### src/rtl/dmem_arbiter_pkg.sv
// Shared types and constants for the data-memory arbiter.
// Request bundle, arbiter FSM states and default widths.
package dmem_arbiter_pkg;

    localparam int DMEM_ADDR_W = 17;
    localparam int DMEM_RD_LAT = 2;

    typedef struct packed {
        logic [DMEM_ADDR_W-1:0] addr;
        logic [31:0]            din;
        logic [3:0]             we;
    } dmem_req_t;

    typedef enum logic [1:0] {
        IDLE,
        F_ISSUE,
        F_WAIT,
        F_DONE
    } dmem_arb_state_t;

endpackage

### src/rtl/dmem_starve_cnt.sv
// Saturating wait counter for the external write requester.
// at_max asserts once the requester has waited MAX cycles.
module dmem_starve_cnt #(
    parameter int MAX = 8
) (
    input  logic clk,
    input  logic rst,
    input  logic inc,
    input  logic clr,
    output logic at_max
);

    localparam int W = $clog2(MAX + 1);

    logic [W-1:0] cnt;

    assign at_max = (cnt == W'(MAX));

    always_ff @(posedge clk or posedge rst) begin
        if (rst) begin
            cnt <= '0;
        end else if (clr) begin
            cnt <= '0;
        end else if (inc && !at_max) begin
            cnt <= cnt + 1'b1;
        end
    end

endmodule

### src/rtl/dmem_arbiter.sv
// Dual-port data BRAM arbiter: core lanes, external writes, fetch reads.
// Registers the BRAM drive and produces the pipeline interlock.
module dmem_arbiter
    import dmem_arbiter_pkg::*;
#(
    parameter int ADDR_W     = DMEM_ADDR_W,
    parameter int DATA_W     = 32,
    parameter int RD_LAT     = DMEM_RD_LAT,
    parameter int STARVE_MAX = 8
) (
    input  logic              clk,
    input  logic              rst,
    input  logic              core_valid,
    input  logic [ADDR_W-1:0] core_u_addr,
    input  logic [ADDR_W-1:0] core_l_addr,
    input  logic [DATA_W-1:0] core_u_din,
    input  logic [DATA_W-1:0] core_l_din,
    input  logic [3:0]        core_u_we,
    input  logic [3:0]        core_l_we,
    input  logic              ext_valid,
    input  logic [ADDR_W-1:0] ext_u_addr,
    input  logic [ADDR_W-1:0] ext_l_addr,
    input  logic [DATA_W-1:0] ext_u_din,
    input  logic [DATA_W-1:0] ext_l_din,
    input  logic [3:0]        ext_u_we,
    input  logic [3:0]        ext_l_we,
    output logic              ext_ready,
    input  logic              fetch_req,
    input  logic [ADDR_W-1:0] fetch_addr,
    output logic              fetch_valid,
    output logic [DATA_W-1:0] fetch_data,
    output logic              stall,
    output logic [31:0]       ram_addra,
    output logic [31:0]       ram_addrb,
    output logic [DATA_W-1:0] ram_dina,
    output logic [DATA_W-1:0] ram_dinb,
    output logic [3:0]        ram_wea,
    output logic [3:0]        ram_web,
    input  logic [DATA_W-1:0] ram_douta
);

    localparam int WW = $clog2(RD_LAT + 1);

    dmem_arb_state_t state, nstate;
    logic [WW-1:0]   wcnt;

    logic idle;
    logic at_max;
    logic ext_pre;
    logic grant_core;
    logic grant_ext;
    logic grant_fetch;

    dmem_req_t sel_u, sel_l;

    function automatic logic [31:0] byte_addr(input logic [ADDR_W-1:0] a);
        return {{(32-ADDR_W-2){1'b0}}, a, 2'b00};
    endfunction

    assign idle        = (state == IDLE);
    assign ext_pre     = idle && ext_valid && at_max;
    assign grant_core  = idle && core_valid && !ext_pre;
    assign grant_ext   = ext_pre || (idle && ext_valid && !core_valid);
    assign grant_fetch = idle && fetch_req && !core_valid && !ext_valid;

    assign ext_ready   = grant_ext;
    assign stall       = core_valid && !grant_core;
    assign fetch_valid = (state == F_DONE);

    always_comb begin
        sel_u = '0;
        sel_l = '0;
        if (grant_ext) begin
            sel_u = '{addr: ext_u_addr, din: ext_u_din, we: ext_u_we};
            sel_l = '{addr: ext_l_addr, din: ext_l_din, we: ext_l_we};
        end else begin
            sel_u = '{addr: core_u_addr, din: core_u_din, we: core_u_we};
            sel_l = '{addr: core_l_addr, din: core_l_din, we: core_l_we};
        end
    end

    dmem_starve_cnt #(
        .MAX (STARVE_MAX)
    ) u_starve (
        .clk    (clk),
        .rst    (rst),
        .inc    (ext_valid && !grant_ext),
        .clr    (!ext_valid || grant_ext),
        .at_max (at_max)
    );

    always_comb begin
        nstate = state;
        unique case (state)
            IDLE:    if (grant_fetch) nstate = F_ISSUE;
            F_ISSUE: nstate = F_WAIT;
            F_WAIT:  if (wcnt == '0) nstate = F_DONE;
            F_DONE:  nstate = IDLE;
            default: nstate = IDLE;
        endcase
    end

    always_ff @(posedge clk or posedge rst) begin
        if (rst) begin
            state <= IDLE;
        end else begin
            state <= nstate;
        end
    end

    // Read data is valid in the cycle the wait counter reaches zero.
    always_ff @(posedge clk or posedge rst) begin
        if (rst) begin
            wcnt       <= '0;
            fetch_data <= '0;
        end else begin
            if (state == F_ISSUE) begin
                wcnt <= WW'(RD_LAT - 1);
            end else if (state == F_WAIT && wcnt != '0) begin
                wcnt <= wcnt - 1'b1;
            end
            if (state == F_WAIT && wcnt == '0) begin
                fetch_data <= ram_douta;
            end
        end
    end

    // The fetch address is loaded at grant so it is on port A during F_ISSUE.
    always_ff @(posedge clk or posedge rst) begin
        if (rst) begin
            ram_addra <= '0;
            ram_addrb <= '0;
            ram_dina  <= '0;
            ram_dinb  <= '0;
            ram_wea   <= '0;
            ram_web   <= '0;
        end else if (grant_core || grant_ext) begin
            ram_addra <= byte_addr(sel_u.addr);
            ram_addrb <= byte_addr(sel_l.addr);
            ram_dina  <= sel_u.din;
            ram_dinb  <= sel_l.din;
            ram_wea   <= sel_u.we;
            ram_web   <= sel_l.we;
        end else begin
            ram_wea <= '0;
            ram_web <= '0;
            if (grant_fetch) begin
                ram_addra <= byte_addr(fetch_addr);
            end
        end
    end

endmodule

### config.mk
export PLATFORM = sky130hd
export DESIGN_NAME = dmem_arbiter
export DESIGN_NICKNAME = d
export VERILOG_FILES = /design/src/rtl/dmem_arbiter_pkg.sv /design/src/rtl/dmem_starve_cnt.sv /design/src/rtl/dmem_arbiter.sv
export SDC_FILE = /design/constraint.sdc
export NUM_CORES = 1
export LEC_CHECK = 0
export BUFFER_PORTS_ARGS = -buffer_cell sky130_fd_sc_hd__clkbuf_2
export CAP_MARGIN = 25
export CELL_PAD_IN_SITES_DETAIL_PLACEMENT = 1
export CELL_PAD_IN_SITES_GLOBAL_PLACEMENT = 1
export CORE_AREA = 2 2 169 171
export DETAILED_ROUTE_END_ITERATION = 8
export DIE_AREA = 0 0 171 173
export PLACE_DENSITY_LB_ADDON = 0.1
export SYNTH_ARGS = -nofsm -noshare
export SYNTH_HDL_FRONTEND = slang
export SYNTH_SLANG_ARGS = --single-unit
### constraint.sdc
create_clock -name clk -period 4.35 [get_ports clk]
set_clock_uncertainty 0.15 [all_clocks]
set_input_delay 0.2175 -clock clk [delete_from_list [all_inputs] [get_ports clk]]
set_output_delay 0.2175 -clock clk [all_outputs]
set_load 0.02 [all_outputs]
==> impl_metrics.yaml, run 1 <==
drt:
  wire_per_inst_um: 17.5
  drt_iter0_markers: 403
  viasPerCell: 4.46
  vias: 7582
  drt_wl_total_um: 29700
  drcViolationCount: 0
  drtPass1Iterations: 4
  ant_nets: 0
pwr:
  p_per_area_mw_per_mm2: 686
  p_leak_uw: 0.00628
  total_power_uw: 8400
  ir_drop_uv: 266
layout:
  final_util: 0.443
  area_delta_synth_final_pct: 78.1
  fin_nets: 1582
  drive_gt1_frac: 0.371
synth:
  synth_cell_types: 31
  ys_top_cells_by_count: "dfrtp_1, a22oi_1, nand2_1, o21ai_1"
  async_flop_share: 1.00
  syn-cell-area_mm2: 0.00687
  synth_most_common_cell: "dfrtp_1"
  ys_ff_latch: 146
  syn_inst: 683
  syn_avg_cell_area_um2: 10.1
  synth-edff-count: 0
  seq_area_frac_synth: 0.531
  synth_top_area_frac: 0.531
  synth-main-ff-cell: "dfrtp_1"
  synth_top_area_cell: "dfrtp_1"
  synth_area_leaders: "dfrtp_1, a22oi_1, o21ai_1, nand2_1, mux2_2"
  synth_warnings: 0
global_routing:
  grt_pass1_wl_um: 45700
  track_usage: 0.198
  grt_max_degree: 94
  grt_pass1_vias: 8276
  antenna_found_initial: 1
  globalRouteOverflowTotal: 0
clocking:
  postCtsSetupBuffers: 0
  h-tree-depth: 4
  clk_path_buf_depth: 2
  clock_latency_ns: 0.42
  clk_pin_slew_ns: 0.08
  cts_root_buf: "clkbuf_16"
  clkSinkCount: 146
  cts_made_buffers: 17
  cts_tree: "yes"
timing:
  fin_tns_setup_ns: 0
  drv_slew: 0
  tightestPinTransition_ns: 0.851
  period_share: 0.742
  final_hold_viol_count: 0
  setup_viol: 0
  min_period_ns: 3.23
  setup_ws_ns: 1.12
  slew-limit-headroom: 0.433
  rsz0062_at_grt: "false"
  fmax_mhz: 310
die:
  die-height_um: 173
  die_x_um: 171
  start_util: 0.249
  fp.dieArea_mm2: 0.0296
  io-pin-count: 437
  fp-row-count: 61
  coreArea_mm2: 0.0276
place:
  place.detailed.hpwl_um: 19100
  place_congestion: 0.744
  dp_slack_ns: 1.53
  port_buffers: 406
worst_setup_path:
  r2r-start: "state[0]"
  critical_path_required_ns: 4.55
  critPathKind: "flip-flop to flip-flop"
  r2r_slack_ns: 1.12
  cp_top_family: "buffers and inverters"
  cp_num_buf_inv: 5
  startpoint: "state[0]"
  crit_slowest_cell: "dlygate4sd3_1"
  crit_top_cell: "buf_4"
  ff2ff_path_depth: 10
  crit_path_max_fanout: 55
  critPathLaunchType: "flip-flop"
  endpoint_kind: "flip-flop"
  critical_path_arrival_ns: 3.43
  r2r_end: "ram_dina[23]"
  cpPeakStageDelay_ns: 0.57
  crit_path_cell_trace: "inv_1, ha_1, buf_4, and2_1, o21ai_4, inv_4, buf_4, a22oi_1, o21ai_1, dlygate4sd3_1"
run:
  maxCapViolations: 0
min_path:
  min_to: "state[0]"
  min_from: "fetch_req"
  hold_depth: 4
  min_path_type: "primary input to flip-flop"
status:
  status: "completed"
how the worst max path moves through the flow:
stage	end	slack, ns	cells after the start
after detailed placement	ram_addrb[11]	1.53	5
after floorplan	fetch_data[0]	0.06	1
after CTS	ram_dina[18]	1.04	10
final	ram_dina[23]	1.12	10
after global placement	ram_addra[6]	1.59	5
after global routing	ram_dina[16]	0.86	10
per-layer routing:
metal  GRT usage  vias to the layer above  routed length, um
met4      0.0600                        0                612
met3      0.0520                       31               1970
li1            -                     3625                  -
met5           0                        -                  0
met1       0.235                     3655              12200
met2       0.346                      271              14900
state kept, by name, summed over array words and instances, names as in the netlist:
name	count
ram_addra	17
u_starve.cnt	4
ram_dina	32
fetch_data	32
wcnt	2
state	2
ram_dinb	32
ram_web	4
ram_wea	4
ram_addrb	17
cells by family after synthesis:
family | synth area share
muxes | 0.0557
and+or+nand+nor | 0.0670
adders and majority gates | 0.0146
AOI/OAI and AO/OA | 0.240
xor gates and xnor gates | 0.00510
other | 0.000546
buffers and inverters | 0.0852
DFF | 0.531
stage by stage:
stage / instances / area, um^2 / hold WS (ns)
after floorplan: 712 / 6980 / 0.195
after global placement: 1421 / 9120 / 0.281
after detailed placement: 1421 / 9120 / 0.289
after CTS: 1698 / 12200 / 0.0753
after global routing: 1700 / 12200 / 0.0958
final: 1700 / 12200 / 0.0896
worst register-to-register path, stage by stage (launching register included):
cell	delay, ns
dfrtp_1	0.42
inv_1	0.12
ha_1	0.16
buf_4	0.27
and2_1	0.22
o21ai_4	0.09
inv_4	0.48
buf_4	0.40
a22oi_1	0.13
o21ai_1	0.13
dlygate4sd3_1	0.57
what timing repair did:
item                                    in CTS  in global routing
endpoints found under the hold margin      230                  0
resized for setup                            0                  0
endpoints found under the setup margin       0                  0
hold buffers                               245                  0
layout by cell type (no fill, tap or decap), types with 2 or more instances in the layout:
cell type,n
clkbuf_2,406
dlygate4sd3_1,245
dfrtp_1,146
a22oi_1,115
nand2_1,104
o21ai_1,92
mux2_2,34
conb_1,30
inv_1,23
o21ai_0,23
o31ai_1,17
clkbuf_16,17
a21oi_1,11
buf_4,10
ha_1,8
inv_8,5
nor2_1,4
inv_6,4
xnor2_1,3
bufinv_16,3
o21ai_4,2
clkinv_4,2
layout make-up:
| cell class | count | area (um^2) |
|---|---|---|
| Tap cell | 378 | 473 |
| Inverter | 26 | 105 |
| Clock inverter | 15 | 211 |
| Clock buffer | 17 | 425 |
| Fill cell | 3268 | 15400 |
| Sequential cell | 146 | 3650 |
| Antenna cell | 1 | 2.50 |
| Multi-Input combinational cell | 454 | 2760 |
| Timing Repair Buffer | 663 | 4610 |
report_power, final:
part | internal [uW] | switching [uW] | leakage [uW]
Clock | 936 | 696 | 0.000315
Combinational | 2060 | 2310 | 0.00421
Sequential | 2030 | 363 | 0.00176
Total | 5020 | 3370 | 0.00628
(Power assumes the default switching activity.)
==> run 2, diff against run 1 <==
==> constraint.sdc (replaced) <==
create_clock -name clk -period 2.7 [get_ports clk]
set_clock_uncertainty 0.15 [all_clocks]
set_input_delay 0.135 -clock clk [delete_from_list [all_inputs] [get_ports clk]]
set_output_delay 0.135 -clock clk [all_outputs]
set_load 0.02 [all_outputs]
==> impl_metrics.yaml, run 2 (same netlist as run 1, synthesis figures left out) <==
timing:
  final_hold_viol_count: 0
  setup_viol: 0
  setup_ws_ns: 0.0730
  period_share: 0.973
  slew-limit-headroom: 0.431
  min_period_ns: 2.63
  rsz0062_at_grt: "true"
  drv_slew: 0
  tightestPinTransition_ns: 0.854
  fmax_mhz: 381
  hold_slack_ns: 0.0272
clocking:
  cts_tree: "yes"
  h-tree-depth: 4
  cts_root_buf: "clkbuf_16"
  clkSinkCount: 146
  clock_latency_ns: 0.42
  clk_pin_slew_ns: 0.07
  cts_made_buffers: 17
  clk_path_buf_depth: 2
global_routing:
  grt_max_degree: 165
  grt_pass1_vias: 8414
  globalRouteOverflowTotal: 0
  track_usage: 0.194
  antenna_found_initial: 1
  grt_pass1_wl_um: 45400
min_path:
  min_from: "ext_u_din[27]"
  min_path_type: "primary input to flip-flop"
  min_to: "ram_dina[27]"
  hold_depth: 4
worst_setup_path:
  cp_top_family: "buffers and inverters"
  r2r-start: "u_starve.cnt[0]"
  crit_path_cell_trace: "inv_1, ha_1, and3b_1, o21ai_4, clkbuf_16, nand2_1, o21ai_2, dlygate4sd3_1"
  critPathLaunchType: "flip-flop"
  crit_path_max_fanout: 90
  critical_path_arrival_ns: 2.83
  critPathKind: "flip-flop to flip-flop"
  cp_num_buf_inv: 3
  crit_slowest_cell: "dlygate4sd3_1"
  r2r_end: "ram_dinb[13]"
  cpPeakStageDelay_ns: 0.55
  critical_path_required_ns: 2.91
  ff2ff_path_depth: 8
  endpoint_kind: "flip-flop"
  r2r_slack_ns: 0.07
layout:
  fin_area_mm2: 0.0124
  final_common_cell: "clkbuf_2"
  mostFrequentLayoutCells: "clkbuf_2, dlygate4sd3_1, dfrtp_1"
  drive_gt1_frac: 0.375
  fin_nets: 1585
  multi_input_comb_area_mm2: 0.00278
  top_regs: "fetch_data: 32 flops, ram_dina: 32 flops, ram_dinb: 32 flops"
  nFillCells: 3293
  area_delta_synth_final_pct: 79.7
  seq_area_mm2: 0.00365
place:
  place_area_mm2: 0.00917
  place.detailed.hpwl_um: 18700
  dp_slack_ns: 0.525
  place_congestion: 0.720
  port_buffers: 406
die:
  fp-row-count: 61
  start_util: 0.249
  io-pin-count: 437
  fp.dieArea_mm2: 0.0296
  die-height_um: 173
  coreArea_mm2: 0.0276
  die_x_um: 171
drt:
  wire_per_inst_um: 17.5
  ant_nets: 0
  route.met3.wl_um: 2230
  viasPerCell: 4.49
  routed-wl-met2_um: 15200
  drcViolationCount: 0
  wl_met1_um: 11700
  drt_iter0_markers: 366
  vias: 7644
  top_layer: "met4"
  drtPass1Iterations: 4
  drt_wl_total_um: 29700
status:
  status: "completed"
pwr:
  pwr-share-seq: 0.293
  clockPowerShare: 0.207
  total_power_uw: 13200
  p_leak_uw: 0.00634
  switching_share: 0.408
  p_per_area_mw_per_mm2: 1070
  switchingPower_uw: 5390
  comb_power_share: 0.500
  ir_drop_uv: 461
  internal-power_uw: 7810
run:
  maxCapViolations: 0
run 2: changes by cell type in the layout (fill, tap and decap cells not counted), moves of 2 or more:
cell and delta:
buf_4 -3, clkinvlp_4 +2, dlymetal6s4s_1 +3, nand2_2 +4
clkbuf_16 +2, nand2_1 -4
run 2: layout make-up:
class	count	area share
Timing Repair Buffer	666	0.379
Sequential cell	146	0.296
Multi-Input combinational cell	454	0.225
Tap cell	378	0.0383
Clock buffer	17	0.0344
Clock inverter	15	0.0190
Inverter	26	0.00841
Antenna cell	1	0.000203
run 2: timing repair:
action	in CTS	in global routing
endpoints found under the hold margin	289	0
resized for setup	0	16
hold buffers	247	0
setup endpoints to repair	0	52
buffers inserted	0	0
run 2: tightest hold or removal path, cell delays in order:
cell            delay, ns
clkbuf_2             0.08
a22oi_1              0.07
o21ai_1              0.07
dlymetal6s4s_1       0.20
run 2: worst max path at each step:
stage,startpoint,end,slack [ns],depth (start not counted)
global route,u_starve.cnt[0],ram_addra[12],-0.05,8
CTS,state[0],ram_dina[6],0.02,9
detailed placement,state[0],ram_dina[2],0.52,8
finish,u_starve.cnt[0],ram_dinb[13],0.07,8
floorplan,rst,fetch_data[0],0.58,1
global placement,state[0],ram_dina[0],0.59,8
run 2: per-layer routing:
metal / vias to the layer above / global-route usage
li1: 3634 / -
met1: 3707 / 0.224
met2: 269 / 0.345
met3: 34 / 0.0561
met4: 0 / 0.0586
met5: - / 0
run 2: through the flow:
| step | cells | setup TNS [ns] | utilization |
|---|---|---|---|
| 2_1_floorplan | 712 | 0 | - |
| 3_3_place_gp | 1422 | 0 | 0.332 |
| 3_5_place_dp | 1422 | 0 | 0.332 |
| 4_1_cts | 1701 | 0 | 0.445 |
| 5_1_grt | 1703 | -0.319 | 0.447 |
| 6_report | 1703 | 0 | 0.447 |
run 2: power groups by stage:
stage	combinational, uW	sequential (uW)	clock, uW
2_1_floorplan	2220	5090	0
3_3_place_gp	5390	3870	0
3_5_place_dp	5470	3870	0
4_1_cts	6570	3850	2830
5_1_grt	7210	4000	2900
6_report	6600	3870	2730
==> run 3, diff against run 2 <==
--- a/config.mk
+++ b/config.mk
@@ -9,10 +9,11 @@
 export CAP_MARGIN = 25
 export CELL_PAD_IN_SITES_DETAIL_PLACEMENT = 1
 export CELL_PAD_IN_SITES_GLOBAL_PLACEMENT = 1
-export CORE_AREA = 2 2 169 171
+export CORE_MARGIN = 1
+export CORE_UTILIZATION = 25
 export DETAILED_ROUTE_END_ITERATION = 8
-export DIE_AREA = 0 0 171 173
 export PLACE_DENSITY_LB_ADDON = 0.1
 export SYNTH_ARGS = -nofsm -noshare
 export SYNTH_HDL_FRONTEND = slang
+export SYNTH_HIERARCHICAL = 1
 export SYNTH_SLANG_ARGS = --single-unit
==> constraint.sdc (replaced) <==
create_clock -name clk -period 2.2 [get_ports clk]
set_clock_uncertainty 0.15 [all_clocks]
set_input_delay 0.11 -clock clk [delete_from_list [all_inputs] [get_ports clk]]
set_output_delay 0.11 -clock clk [all_outputs]
set_load 0.02 [all_outputs]
==> impl_metrics.yaml, run 3 <==
synth:
  ys_ff_latch: 146
  synthMuxAreaShare: 0.0574
  synth_adder_area_share: 0.0145
  ys_top_cells_by_count: "nand2_1, nand3_1, dfrtp_1, buf_4, mux2_2"
  syn_avg_cell_area_um2: 9.41
  syn-cell-area_mm2: 0.00691
  synth-main-ff-cell: "dfrtp_1"
  synth_top_family_by_area: "simple AND/OR/NAND/NOR gates"
  synth_compound_area_frac: 0.0784
  synth_top_area_frac: 0.529
  synth-simple-area-share: 0.239
  synth_top_area_cell: "dfrtp_1"
  synth-edff-count: 0
  async_flop_share: 1.00
  synth_warnings: 6
  synth_xor_area_frac: 0.00254
  seq_area_frac_synth: 0.529
  synth_cell_types: 37
  syn_inst: 734
  synth_area_leaders: "dfrtp_1, nand3_1, nand2_1, mux2_2, buf_4"
  synth_most_common_cell: "nand2_1"
clocking:
  cts_made_buffers: 17
  clock_latency_ns: 0.42
  cts_root_buf: "clkbuf_16"
  clkSinkCount: 146
  cts_tree: "yes"
  h-tree-depth: 4
  clk_path_buf_depth: 2
  clk_pin_slew_ns: 0.07
die:
  die-height_um: 168
  fp-row-count: 60
  io-pin-count: 437
  die_x_um: 168
  coreArea_mm2: 0.0270
  start_util: 0.256
  fp.dieArea_mm2: 0.0283
place:
  place_congestion: 0.791
  port_buffers: 406
  place.detailed.hpwl_um: 20600
  dp_cells: 1456
  place_area_mm2: 0.00936
timing:
  fmax_mhz: 481
  setup_viol: 0
  drv_slew: 0
  min_period_ns: 2.08
  period_share: 0.945
  fin_tns_setup_ns: 0
  final_hold_viol_count: 0
  slew-limit-headroom: 0.534
  tightestPinTransition_ns: 0.699
pwr:
  p_per_area_mw_per_mm2: 1180
  clockPowerShare: 0.192
  ir_drop_uv: 431
  switching_share: 0.448
  internal-power_uw: 8250
  comb_power_share: 0.494
  p_leak_uw: 0.00633
  switchingPower_uw: 6690
  pwr-share-seq: 0.314
layout:
  mostFrequentLayoutCells: "clkbuf_2, dlygate4sd3_1, nand2_1"
  top_regs: "fetch_data: 32 flops, ram_dina: 32 flops, ram_dinb: 32 flops"
  nFillCells: 3217
  fin_area_mm2: 0.0126
  fin_nets: 1678
  final_common_cell: "clkbuf_2"
  area_delta_synth_final_pct: 82.8
  drive_gt1_frac: 0.372
  n_antenna_cell: 0
  finalNonFillerCells: 1758
drt:
  drcViolationCount: 0
  drt_iter0_markers: 479
  viasPerCell: 4.53
  ant_nets: 0
  vias: 7962
  drtPass1Iterations: 4
  wire_per_inst_um: 18.1
  drt_wl_total_um: 31700
global_routing:
  track_usage: 0.224
  globalRouteOverflowTotal: 0
  grt_max_degree: 57
  grt_pass1_vias: 8578
  antenna_found_initial: 0
  grt_pass1_wl_um: 48800
worst_setup_path:
  r2r_end: "ram_dinb[23]"
  critical_path_arrival_ns: 1.82
  critPathKind: "flip-flop to output port"
  startpoint: "state[0]"
  ff2ff_path_depth: 10
  crit_path_max_fanout: 18
  r2r-start: "u_starve/cnt[0]"
  critPathLaunchType: "flip-flop"
  r2r_slack_ns: 0.18
  critical_path_required_ns: 1.94
  crit_path_end: "stall"
  endpoint_kind: "output port"
status:
  status: "completed"
min_path:
  min_path_type: "primary input to flip-flop"
run:
  maxCapViolations: 0
==> run 3: cell types whose count changed after synthesis, moves of 7 or more <==
cell	change
a21oi_2	+8
buf_4	+7
buf_2	-12
o21ai_0	-7
nand2_1	+99
o32ai_1	+17
o31ai_1	-17
inv_1	-15
a22oi_1	-115
nand3_1	+161
a21oi_1	-9
o2bb2ai_1	+17
o21ai_1	-92
==> run 3: worst min path at each step <==
stage / startpoint / slack (ns) / cells past startpoint / endpoint
2_1_floorplan: rst / -0.27 / 1 / u_starve/cnt[0]
3_3_place_gp: rst / -0.10 / 2 / u_starve/cnt[3]
3_5_place_dp: rst / -0.10 / 2 / u_starve/cnt[3]
4_1_cts: rst / 0.00008 / 3 / u_starve/cnt[0]
5_1_grt: rst / 0.01 / 3 / u_starve/cnt[0]
6_report: ext_u_addr[7] / 0.002 / 4 / ram_addra[9]
==> run 3: cells by family after synthesis <==
kind of cell | after synthesis
buffers and inverters | 94
and+or+nand+nor | 379
AOI/OAI and AO/OA | 69
other | 1
xor gates and xnor gates | 2
muxes | 35
adders and majority gates | 8
DFF | 146
==> run 3: final cells by class <==
class	instances	area, um^2	area share
Clock buffer	18	429	0.0340
Clock inverter	14	139	0.0110
Inverter	11	52.6	0.00416
Multi-Input combinational cell	523	2850	0.226
Sequential cell	146	3650	0.289
Tap cell	341	427	0.0338
Timing Repair Buffer	705	5070	0.402
==> run 3: layer usage <==
metal | wire [um] | part of all wire | global-route usage
met1 | 12400 | 0.39 | 0.249
met4 | 1050 | 0.033 | 0.0850
met3 | 1680 | 0.053 | 0.0524
met2 | 16600 | 0.52 | 0.413
met5 | 0 | 0 | 0
==> run 3: metrics by stage <==
step / power [uW] / utilization / worst slack [ns] / hold slack, ns
floorplan: 8940 / - / -0.0574 / -0.274
global placement: 11600 / 0.346 / 0.168 / -0.102
detailed placement: 11700 / 0.346 / 0.143 / -0.103
CTS: 15000 / 0.465 / 0.00337 / 0.0000768
global route: 15900 / 0.467 / -0.0160 / 0.0125
finish: 14900 / 0.467 / 0.122 / 0.00165
==> run 3: power groups by stage <==
stage	sequential, uW	combinational [uW]	clock (uW)
3_3_place_gp	4690	6910	0
4_1_cts	4690	7370	2960
3_5_place_dp	4740	6950	0
6_report	4700	7380	2860
2_1_floorplan	6230	2710	0
5_1_grt	4870	8000	3070
==> run 3: timing repair <==
action | in CTS | in global routing
endpoints found under the setup margin | 1 | 5
hold endpoints to repair | 157 | 0
pin swaps | 0 | 2
buffers inserted | 3 | 5
resized for setup | 2 | 5
hold buffers | 262 | 0
gates cloned | 0 | 0
==> run 3: worst max-delay path: stages, from the launching register on <==
cell and delay, ns:
dfrtp_1 0.40, inv_1 0.10, ha_1 0.21, buf_4 0.16
buf_4 0.20, a21boi_1 0.16, buf_4 0.18
